[src/rtl/tmds_pkg.sv]
// tmds_pkg
// Shared definitions for the TMDS sync extractor: the four DVI control
// tokens, the lock state encoding and the default timing-counter width.
// No ports.
package tmds_pkg;

  localparam int CNT_W_DEFAULT = 12;

  // Control tokens, named by the {C1,C0} value they carry.
  localparam logic [9:0] TOK_C00 = 10'h354;
  localparam logic [9:0] TOK_C01 = 10'h0AB;
  localparam logic [9:0] TOK_C10 = 10'h154;
  localparam logic [9:0] TOK_C11 = 10'h2AB;

  typedef enum logic [1:0] {
    LK_SEARCH = 2'd0,
    LK_TRACK  = 2'd1,
    LK_LOCK   = 2'd2
  } lock_state_t;

endpackage

[src/rtl/tmds_ctrl_token_decode.sv]
// tmds_ctrl_token_decode
// Classifies one recovered 10-bit TMDS word as control token or data.
// Ports:
//   word    - 10-bit recovered TMDS word
//   is_ctrl - 1 when word is one of the four control tokens
//   c       - {C1,C0} carried by the token (0 for data words)
module tmds_ctrl_token_decode
  import tmds_pkg::*;
(
  input  logic [9:0] word,
  output logic       is_ctrl,
  output logic [1:0] c
);

  always_comb begin
    is_ctrl = 1'b1;
    c       = 2'b00;
    case (word)
      TOK_C00: c = 2'b00;
      TOK_C01: c = 2'b01;
      TOK_C10: c = 2'b10;
      TOK_C11: c = 2'b11;
      default: is_ctrl = 1'b0;
    endcase
  end

endmodule

[src/rtl/tmds_sync_extractor.sv]
// tmds_sync_extractor
// Recovers DE/HSYNC/VSYNC from TMDS control tokens, normalises sync polarity,
// measures frame timing and tracks timing lock.
//
// state     | meaning
// ----------|--------------------------------------------------------------
// LK_SEARCH | no complete frame measured since reset
// LK_TRACK  | reference timing held, counting consecutive matching frames
// LK_LOCK   | LOCK_FRAMES matching frames seen; locked output high
//
// Ports:
//   clk            - TMDS pixel clock (only clock)
//   rst            - synchronous active-low reset
//   tmds_word      - NUM_CH recovered words, channel n at [10n+9:10n]
//   word_valid     - tmds_word qualifier; everything freezes when low
//   vsync, hsync   - active-high sync after polarity normalisation
//   de             - channel-0 word was data
//   vs_pol, hs_pol - detected raw active level (1 = positive sync)
//   h_total, h_active, v_total, v_active - timing of last complete frame
//   locked         - timing stable for LOCK_FRAMES frames
//   ch_err         - one-cycle pulse when a channel's DE disagrees with ch 0
module tmds_sync_extractor
  import tmds_pkg::*;
#(
  parameter int NUM_CH      = 1,
  parameter int CNT_W       = CNT_W_DEFAULT,
  parameter int LOCK_FRAMES = 3
) (
  input  logic                  clk,
  input  logic                  rst,
  input  logic [NUM_CH*10-1:0]  tmds_word,
  input  logic                  word_valid,
  output logic                  vsync,
  output logic                  hsync,
  output logic                  de,
  output logic                  vs_pol,
  output logic                  hs_pol,
  output logic [CNT_W-1:0]      h_total,
  output logic [CNT_W-1:0]      h_active,
  output logic [CNT_W-1:0]      v_total,
  output logic [CNT_W-1:0]      v_active,
  output logic                  locked,
  output logic                  ch_err
);

  localparam logic [CNT_W-1:0] ONE    = CNT_W'(1);
  localparam logic [CNT_W-1:0] LOCK_N = CNT_W'(LOCK_FRAMES);

  function automatic logic [CNT_W-1:0] sat_inc(input logic [CNT_W-1:0] v);
    return (&v) ? v : v + ONE;
  endfunction

  logic [NUM_CH-1:0]   is_ctrl_ch;
  logic [2*NUM_CH-1:0] c_ch;
  logic                unused_c;

  genvar g;
  generate
    for (g = 0; g < NUM_CH; g++) begin : g_dec
      tmds_ctrl_token_decode u_dec (
        .word    (tmds_word[10*g +: 10]),
        .is_ctrl (is_ctrl_ch[g]),
        .c       (c_ch[2*g +: 2])
      );
    end
  endgenerate

  // Only channel 0 carries sync; the other channels' C bits are not needed.
  assign unused_c = ^c_ch;

  logic ctrl0;
  logic [1:0] c0;
  assign ctrl0 = is_ctrl_ch[0];
  assign c0    = c_ch[1:0];

  logic mismatch;
  always_comb begin
    mismatch = 1'b0;
    for (int n = 1; n < NUM_CH; n++) begin
      mismatch = mismatch | (is_ctrl_ch[n] ^ is_ctrl_ch[0]);
    end
  end

  // Raw sync follows the last token seen and is held through data.
  logic raw_h, raw_v;
  logic line_has_de, have_frame;
  logic [CNT_W-1:0] pix_cnt, de_cnt, line_len, last_de_len, line_cnt, vde_cnt;
  logic [CNT_W-1:0] match_cnt, ref_h, ref_v;
  lock_state_t      state;

  logic raw_h_nx, raw_v_nx, first_de;
  logic hs_pol_nx, vs_pol_nx, hs_nx, vs_nx;
  logic line_start, frame_start, meas_match;
  logic [CNT_W-1:0] meas_ht, meas_ha, match_inc;

  assign raw_h_nx  = ctrl0 ? c0[0] : raw_h;
  assign raw_v_nx  = ctrl0 ? c0[1] : raw_v;
  // Sync is inactive during active video, so the held level at the first
  // data word of a line is the inactive level.
  assign first_de  = ~ctrl0 & ~line_has_de;
  assign hs_pol_nx = first_de ? ~raw_h : hs_pol;
  assign vs_pol_nx = first_de ? ~raw_v : vs_pol;
  assign hs_nx     = ~(raw_h_nx ^ hs_pol_nx);
  assign vs_nx     = ~(raw_v_nx ^ vs_pol_nx);
  assign line_start  = hs_nx & ~hsync;
  assign frame_start = vs_nx & ~vsync;

  // When the frame start coincides with a line start, pix_cnt is exactly the
  // length of the line that just ended; otherwise use the last stored length.
  assign meas_ht    = line_start ? pix_cnt : line_len;
  assign meas_ha    = line_has_de ? de_cnt : last_de_len;
  assign meas_match = (meas_ht == ref_h) && (line_cnt == ref_v);
  assign match_inc  = sat_inc(match_cnt);

  always_ff @(posedge clk) begin
    if (!rst) begin
      vsync       <= 1'b0;
      hsync       <= 1'b0;
      de          <= 1'b0;
      vs_pol      <= 1'b1;
      hs_pol      <= 1'b1;
      h_total     <= '0;
      h_active    <= '0;
      v_total     <= '0;
      v_active    <= '0;
      locked      <= 1'b0;
      ch_err      <= 1'b0;
      raw_h       <= 1'b0;
      raw_v       <= 1'b0;
      line_has_de <= 1'b0;
      have_frame  <= 1'b0;
      pix_cnt     <= '0;
      de_cnt      <= '0;
      line_len    <= '0;
      last_de_len <= '0;
      line_cnt    <= '0;
      vde_cnt     <= '0;
      match_cnt   <= '0;
      ref_h       <= '0;
      ref_v       <= '0;
      state       <= LK_SEARCH;
    end else begin
      ch_err <= 1'b0;
      if (word_valid) begin
        raw_h  <= raw_h_nx;
        raw_v  <= raw_v_nx;
        hs_pol <= hs_pol_nx;
        vs_pol <= vs_pol_nx;
        hsync  <= hs_nx;
        vsync  <= vs_nx;
        de     <= ~ctrl0;
        ch_err <= mismatch;

        if (line_start) begin
          pix_cnt     <= ONE;
          de_cnt      <= '0;
          line_has_de <= 1'b0;
          line_len    <= pix_cnt;
          if (line_has_de) last_de_len <= de_cnt;
          if (!frame_start) line_cnt <= sat_inc(line_cnt);
        end else begin
          pix_cnt <= sat_inc(pix_cnt);
          if (!ctrl0) begin
            de_cnt      <= sat_inc(de_cnt);
            line_has_de <= 1'b1;
            if (!line_has_de) vde_cnt <= sat_inc(vde_cnt);
          end
        end

        if (frame_start) begin
          line_cnt   <= ONE;
          vde_cnt    <= '0;
          have_frame <= 1'b1;
          // The first frame start after reset only opens a frame.
          if (have_frame) begin
            h_total  <= meas_ht;
            h_active <= meas_ha;
            v_total  <= line_cnt;
            v_active <= vde_cnt;
            case (state)
              LK_SEARCH: begin
                // The reference frame itself is the first of the run.
                ref_h     <= meas_ht;
                ref_v     <= line_cnt;
                match_cnt <= ONE;
                if (ONE >= LOCK_N) begin
                  state  <= LK_LOCK;
                  locked <= 1'b1;
                end else begin
                  state  <= LK_TRACK;
                  locked <= 1'b0;
                end
              end
              LK_TRACK, LK_LOCK: begin
                if (meas_match) begin
                  match_cnt <= match_inc;
                  if (match_inc >= LOCK_N) begin
                    state  <= LK_LOCK;
                    locked <= 1'b1;
                  end
                end else begin
                  ref_h     <= meas_ht;
                  ref_v     <= line_cnt;
                  match_cnt <= '0;
                  state     <= LK_TRACK;
                  locked    <= 1'b0;
                end
              end
              default: begin
                state  <= LK_SEARCH;
                locked <= 1'b0;
              end
            endcase
          end
        end
      end
    end
  end

endmodule

[config.mk]
export PLATFORM = sky130hd
export DESIGN_NAME = tmds_sync_extractor
export DESIGN_NICKNAME = d
export VERILOG_FILES = /design/src/rtl/tmds_pkg.sv /design/src/rtl/tmds_ctrl_token_decode.sv /design/src/rtl/tmds_sync_extractor.sv
export SDC_FILE = /design/constraint.sdc
export NUM_CORES = 1
export LEC_CHECK = 0
export CORE_ASPECT_RATIO = 1.25
export CORE_MARGIN = 2
export CORE_UTILIZATION = 52
export DETAILED_ROUTE_END_ITERATION = 6
export PLACE_DENSITY = 0.76
export SYNTH_ARGS = -nofsm -noshare
export SYNTH_HDL_FRONTEND = slang
export SYNTH_SLANG_ARGS = --single-unit
[constraint.sdc]
create_clock -name clk -period 3.7 [get_ports clk]
set_input_delay 1.11 -clock clk [delete_from_list [all_inputs] [get_ports clk]]
set_output_delay 1.11 -clock clk [all_outputs]
set_load 0.005 [all_outputs]
==> results of run 1 <==
==> worst max path at each step <==
stage | start | end | slack, ns | depth (start not counted)
3_5_place_dp | tmds_word[8] | match_cnt[10]$_SDFFE_PN0P_ | -0.63 | 11
6_report | tmds_word[1] | ref_v[11]$_SDFFE_PN0P_ | 0.09 | 13
4_1_cts | tmds_word[7] | ref_v[3]$_SDFFE_PN0P_ | 0.07 | 13
3_3_place_gp | tmds_word[8] | match_cnt[10]$_SDFFE_PN0P_ | -0.52 | 11
5_1_grt | tmds_word[1] | ref_v[0]$_SDFFE_PN0P_ | -0.007 | 13
2_1_floorplan | tmds_word[1] | ref_v[3]$_SDFFE_PN0P_ | -0.19 | 12
==> report_power, final <==
group	internal, mW	total, mW	switching, mW
Combinational	0.0520	0.126	0.0744
Clock	0.967	1.66	0.693
Sequential	1.81	1.82	0.0136
Total	2.83	3.61	0.781
==> through the flow <==
| step | TNS, ns | worst slack [ns] | instances | power, mW | utilization, % |
|---|---|---|---|---|---|
| after floorplan | -3.618 | -0.1867 | 947 | 1.924 | - |
| after global placement | -33.69 | -0.5224 | 1215 | 1.980 | 61.47 |
| after detailed placement | -36.92 | -0.6278 | 1215 | 1.982 | 61.47 |
| after CTS | 0 | 0.06805 | 1252 | 3.629 | 65.98 |
| after global routing | -0.01117 | -0.006850 | 1254 | 3.712 | 66.45 |
| final | 0 | 0.08506 | 1254 | 3.606 | 66.45 |
==> sequential cells by signal, indices dropped and copies added, names as in the netlist, 12 cells and up <==
name         flops
ref_v           12
last_de_len     12
line_cnt        12
v_total         12
pix_cnt         12
vde_cnt         12
h_active        12
match_cnt       12
de_cnt          12
line_len        12
ref_h           12
h_total         12
v_active        12
==> cells in the mapped netlist (4+ instances only) <==
| cell | number |
|---|---|
| a2111oi_0 | 4 |
| a211oi_1 | 30 |
| a21boi_0 | 4 |
| a21oi_1 | 60 |
| a22oi_1 | 4 |
| a311oi_1 | 4 |
| a31oi_1 | 7 |
| and3_1 | 13 |
| buf_1 | 8 |
| clkbuf_1 | 47 |
| dfxtp_1 | 167 |
| ha_1 | 7 |
| inv_1 | 17 |
| mux2i_1 | 51 |
| nand2_1 | 152 |
| nand2b_1 | 6 |
| nand3_1 | 41 |
| nand4_1 | 11 |
| nor2_1 | 115 |
| nor2b_1 | 9 |
| nor3_1 | 25 |
| nor4_1 | 5 |
| o211a_1 | 12 |
| o21ai_0 | 31 |
| or3_1 | 6 |
| xnor2_1 | 34 |
| xor2_1 | 26 |
==> timing repair <==
action / 4_1_cts / 5_1_grt
resized for setup: 20 / 12
hold buffers: 0 / 0
setup buffers: 5 / 2
endpoints found under the hold margin: 0 / 0
gates cloned: 1 / 0
setup endpoints to repair: 42 / 32
pin swaps: 10 / 2
==> worst reg2reg max path: cells and delay by family (launching register included) <==
family	cells	cell delay (ns)
AND/OR/NAND/NOR	5	1.43
AO/OA/AOI/OAI	3	0.42
XOR/XNOR	1	0.15
buffers and inverters	1	0.16
adder cells (fa/ha/maj)	1	0.30
flip-flops	1	0.37
==> cells by family after synthesis <==
family | after synthesis | synth area share (%)
xor gates and xnor gates | 60 | 6.739
buffers and inverters | 78 | 4.124
other | 1 | 0.04809
AOI/OAI and AO/OA | 181 | 15.24
adders and majority gates | 7 | 1.123
DFF | 167 | 42.88
muxes | 53 | 6.884
and+or+nand+nor | 400 | 22.96
==> final cells by class <==
| type | count | area (sq um) |
|---|---|---|
| inverter | 17 | 63.81 |
| multi-input combinational | 702 | 4229 |
| clock inverter | 9 | 76.32 |
| tap | 182 | 227.7 |
| fill | 1200 | 4975 |
| sequential | 167 | 3343 |
| clock buffer | 22 | 474.2 |
| timing repair buffer | 155 | 1438 |
==> routing by layer <==
metal  track usage, %  vias to the layer above  share of wire [%]
met2            41.03                      151                 50
li1                 -                     3520                  -
met5                0                        -                  0
met1            28.71                     3324                 44
met4            9.435                        0                2.3
met3            4.901                       36                3.5
==> metrics.cfg, run 1 <==
[global_routing]
grt_max_degree = 51
grt_pass1_wl_um = 30590
grt_overflow = 0
grt_pass1_vias = 6456
grt.total_usage_pct = 23.70
antenna_found_initial = 0

[detailed_routing]
totalWireLength_um = 18710
drt-pass1-iter-count = 5
vias = 7031
first_iter_violations = 539
vias_per_cell = 5.607
ant_nets = 0
wl_per_cell_um = 14.92
drc = 0

[synthesis]
synthCells = 947
synth_cell_types = 62
yosys-top-cells-area = dfxtp_1 (43%), nand2_1 (7.3%), mux2i_1 (6.5%), nor2_1 (5.5%), a21oi_1 (3.9%)
ys_seq_area_share_pct = 42.88
yosys_most_used_dff = dfxtp_1
netlist_area_sq_um = 7797
ys_warn_count = 0
synth_seq_cells = 167
synth.avg_cell_area_sq_um = 8.234
synth_top_area_share_pct = 42.88
synthArstFlopShare_pct = 0
synth_edf_count = 0
synth_nets = 967
synth_largest_area_cell = dfxtp_1

[die]
dieWidth_um = 113.5
die-area_sq_um = 16000
core-area_sq_um = 14830
start_util_pct = 52.59
dieHeight_um = 140.9
io_pins = 68
row_count = 50

[setup_path]
critPathKind = input pin to register
worstSetupStartpointType = input pin
crit_path_end_kind = register
ff2ff_path_depth = 11
crit_path_cell_trace = dlygate4sd2_1, or3b_1, or3_4, mux2_4, buf_4, a211oi_4, o21ai_1, o2111a_1, and3_4, nor3_4, buf_6, buf_16, mux2i_1
crit_arrival_ns = 3.98
required_ns = 4.06
critPathBufInv = 4
worstReg2RegEnd = state[0]$_SDFFE_PN0P_
critPathSlowestCell = or3_4
cp_top_family = simple AND/OR/NAND/NOR gates
cp_max_fo = 6
slowest_delay_ns = 0.42
reg2reg_slack_ns = 0.74
r2r_start = match_cnt[0]$_SDFFE_PN0P_

[power]
leakagePower_nw = 3.729
max-vdd-ir-drop_mv = 0.2416
cellPowerDensity_nw_per_um2 = 366.0

[place]
portBuffers = 66
gp_congestion = 0.9233
hpwlAfterDp_um = 12730
place_area_sq_um = 9114

[layout]
final_cell_mix = dfxtp_1 (167), nand2_1 (152), nor2_1 (113)
drive_gt1_share_pct = 12.87
layout.nets = 1080
diodes = 0
final_area_sq_um = 9852
area_growth_pct = 26.35
final_common_cell = dfxtp_1

[sta]
worst_pin_slew_ns = 0.5332
slew_violations = 0
skew_ns = 0.006223
hold_violations = 0
finalCriticalPeriod_ns = 3.615
max_freq_ghz = 0.2766
setup_viol = 0
timing.final.crit_share_pct = 97.70
slew_headroom_pct = 64.12
worst_hold_slack_ns = 0.4525

[hold_path]
min_path_cells = 2
hold_start = v_active[2]$_SDFFE_PN0P_
min_path_type = register to register
min_delay_worst_endpoint = v_active[2]$_SDFFE_PN0P_

[clock_network]
clk_latency_ns = 0.44
path_clk_slew_ns = 0.06
htreeDepth = 4
cts_tree = done
cts.sinks = 167
cts.path.max_buffers = 2
cts_buffers = 17
clock-root-buffer = clkbuf_16

[outcome]
outcome = complete, no violations

[run]
maxCapViolCount = 0

No activity file was read; power rests on OpenSTA's default activity.
==> run 2, diff against run 1 <==
SLEW_MARGIN = 20   (was not set)
==> results of run 2 <==
No change in the layout: final DEF, timing and power equal those of run 1.
==> run 3, diff against run 2 <==
MAX_ROUTING_LAYER = met4   (was not set)
==> run 3 against run 2 <==
Power rose by 2.9%; critical path type unchanged; critical path depth did not move; utilization rose by 0.084 points; largest cell class unchanged.
==> metrics.cfg, run 3 (synthesized netlist as in run 1, its figures left out) <==
[outcome]
outcome = complete, no violations

[setup_path]
cp_max_fo = 6  ; unchanged
required_ns = 4.05  ; about the same
critPathLaunch = tmds_word[0]
crit_arrival_ns = 4.02  ; +0.04 ns
crit_path_end_kind = register
critPathKind = input pin to register
r2r_start = pix_cnt[1]$_SDFFE_PN0P_
worstSetupStartpointType = input pin
ff2ff_path_depth = 10  ; -1
reg2reg_slack_ns = 0.75  ; about the same

[clock_network]
path_clk_slew_ns = 0.07  ; about the same
clk_latency_ns = 0.43  ; about the same
cts.sinks = 167  ; unchanged
cts_tree = done
htreeDepth = 4  ; unchanged
cts_buffers = 17  ; unchanged
clock-root-buffer = clkbuf_16
cts.path.max_buffers = 2  ; unchanged

[die]
core-area_sq_um = 14830  ; unchanged
dieHeight_um = 140.9  ; unchanged
die-area_sq_um = 16000  ; unchanged
row_count = 50  ; unchanged
io_pins = 68  ; unchanged
start_util_pct = 52.59  ; unchanged
dieWidth_um = 113.5  ; unchanged

[place]
portBuffers = 66  ; unchanged
hpwlAfterDp_um = 12920  ; +1.5%
place_ws_ns = -0.6146  ; +0.01325 ns
place_area_sq_um = 9114  ; unchanged
gp_congestion = 0.9308  ; +0.81%
dp.cells = 1215  ; unchanged

[global_routing]
grt_pass1_vias = 6679  ; +3.5%
grt_max_degree = 56  ; +9.8%
antenna_found_initial = 0  ; unchanged
grt.total_usage_pct = 24.56  ; +0.86 points
grt_overflow = 0  ; unchanged
grt_pass1_wl_um = 31260  ; +2.2%

[layout]
final_cells = 1252  ; -0.16%
diodes = 0  ; unchanged
final_common_cell = dfxtp_1
final_cell_mix = dfxtp_1 (167), nand2_1 (152), nor2_1 (113)
multi_input_area_sq_um = 4247  ; +0.41%
seq_area_sq_um = 3343  ; unchanged
fillers = 1193  ; -0.58%
final_area_sq_um = 9864  ; +0.13%
area_growth_pct = 26.51
drive_gt1_share_pct = 13.27  ; +0.40 points
final_core_util_pct = 66.53  ; +0.084 points
layout.nets = 1077  ; -0.28%

[hold_path]
min_path_cells = 2  ; unchanged
min_path_type = register to register
hold_start = v_total[5]$_SDFFE_PN0P_

[sta]
finalSetupTns_ns = 0  ; unchanged
timing.final.crit_share_pct = 99.15  ; +1.4 points
slew_violations = 0  ; unchanged
setup_viol = 0  ; unchanged
worst_hold_slack_ns = 0.4553  ; +0.002840 ns
max_freq_ghz = 0.2726  ; -1.5%
slew_headroom_pct = 62.48  ; -1.6 points
worst_pin_slew_ns = 0.5628  ; +0.02951 ns
layout_setup_ws_ns = 0.03154  ; -0.05352 ns
skew_ns = 0.01003  ; +0.003810 ns
hold_violations = 0  ; unchanged
finalCriticalPeriod_ns = 3.668  ; +0.05352 ns

[detailed_routing]
drt-pass1-iter-count = 5  ; unchanged
first_iter_violations = 427  ; -21%
wl_per_cell_um = 15.18  ; +1.7%
vias = 6956  ; -1.1%
drc = 0  ; unchanged
vias_per_cell = 5.556  ; -0.91%
totalWireLength_um = 19000  ; +1.6%
ant_nets = 0  ; unchanged

[run]
maxCapViolCount = 0  ; unchanged

[power]
leakagePower_nw = 3.735  ; +0.14%
cellPowerDensity_nw_per_um2 = 376.1  ; +2.7%
max-vdd-ir-drop_mv = 0.2236  ; -7.4%
power_mw = 3.710  ; +2.9%

## run 3: changes by cell type in the layout (fill, tap and decap cells not counted), moves of 2 or more
cell and change:
clkbuf_1 -2, inv_8 +4, clkbuf_8 -3, inv_6 +6
clkinv_2 -4, buf_4 -4
## run 3: critical path, stage by stage
cell           delay (ns)
dlygate4sd2_1        0.24
or3b_4               0.39
or3_4                0.40
mux2_4               0.37
buf_6                0.14
a211oi_2             0.25
o21ai_1              0.10
o2111a_1             0.17
and3_4               0.21
nor3_4               0.17
buf_6                0.15
buf_16               0.12
mux2i_1              0.19
## run 3: final timing paths
| kind | endpoint |
|---|---|
| max reg2reg | ref_h[4]$_SDFFE_PN0P_ |
| max | ref_v[3]$_SDFFE_PN0P_ |
| min | v_total[5]$_SDFFE_PN0P_ |
| min reg2reg | v_total[5]$_SDFFE_PN0P_ |
## run 3: cell type report
cell class	instances	area share, %
Tap cell	182	2.308
Timing Repair Buffer	152	14.22
Clock inverter	15	1.573
Multi-Input combinational cell	702	43.05
Sequential cell	167	33.89
Inverter	17	0.6469
Clock buffer	17	4.313
## run 3: where the power goes
group / switching [mW] / total (mW) / internal (mW)
sequential: 0.0135 / 1.82 / 1.80
clock: 0.811 / 1.77 / 0.958
combinational: 0.0727 / 0.123 / 0.0507
## run 3: layer usage
metal | GRT usage, % | share of wire, % | vias to the layer above
met5 | - | 0 | -
met4 | 9.050 | 1.9 | 0
met3 | 4.299 | 3.1 | 32
met2 | 41.25 | 50 | 136
met1 | 29.54 | 45 | 3269
li1 | - | - | 3519
## run 3: repair_timing
item,CTS,global route
setup endpoints to repair,40,34
gates cloned,2,0
gates resized for setup,23,15
hold endpoints to repair,0,0
pin swaps,7,10
setup buffers,3,1
hold buffers,0,0
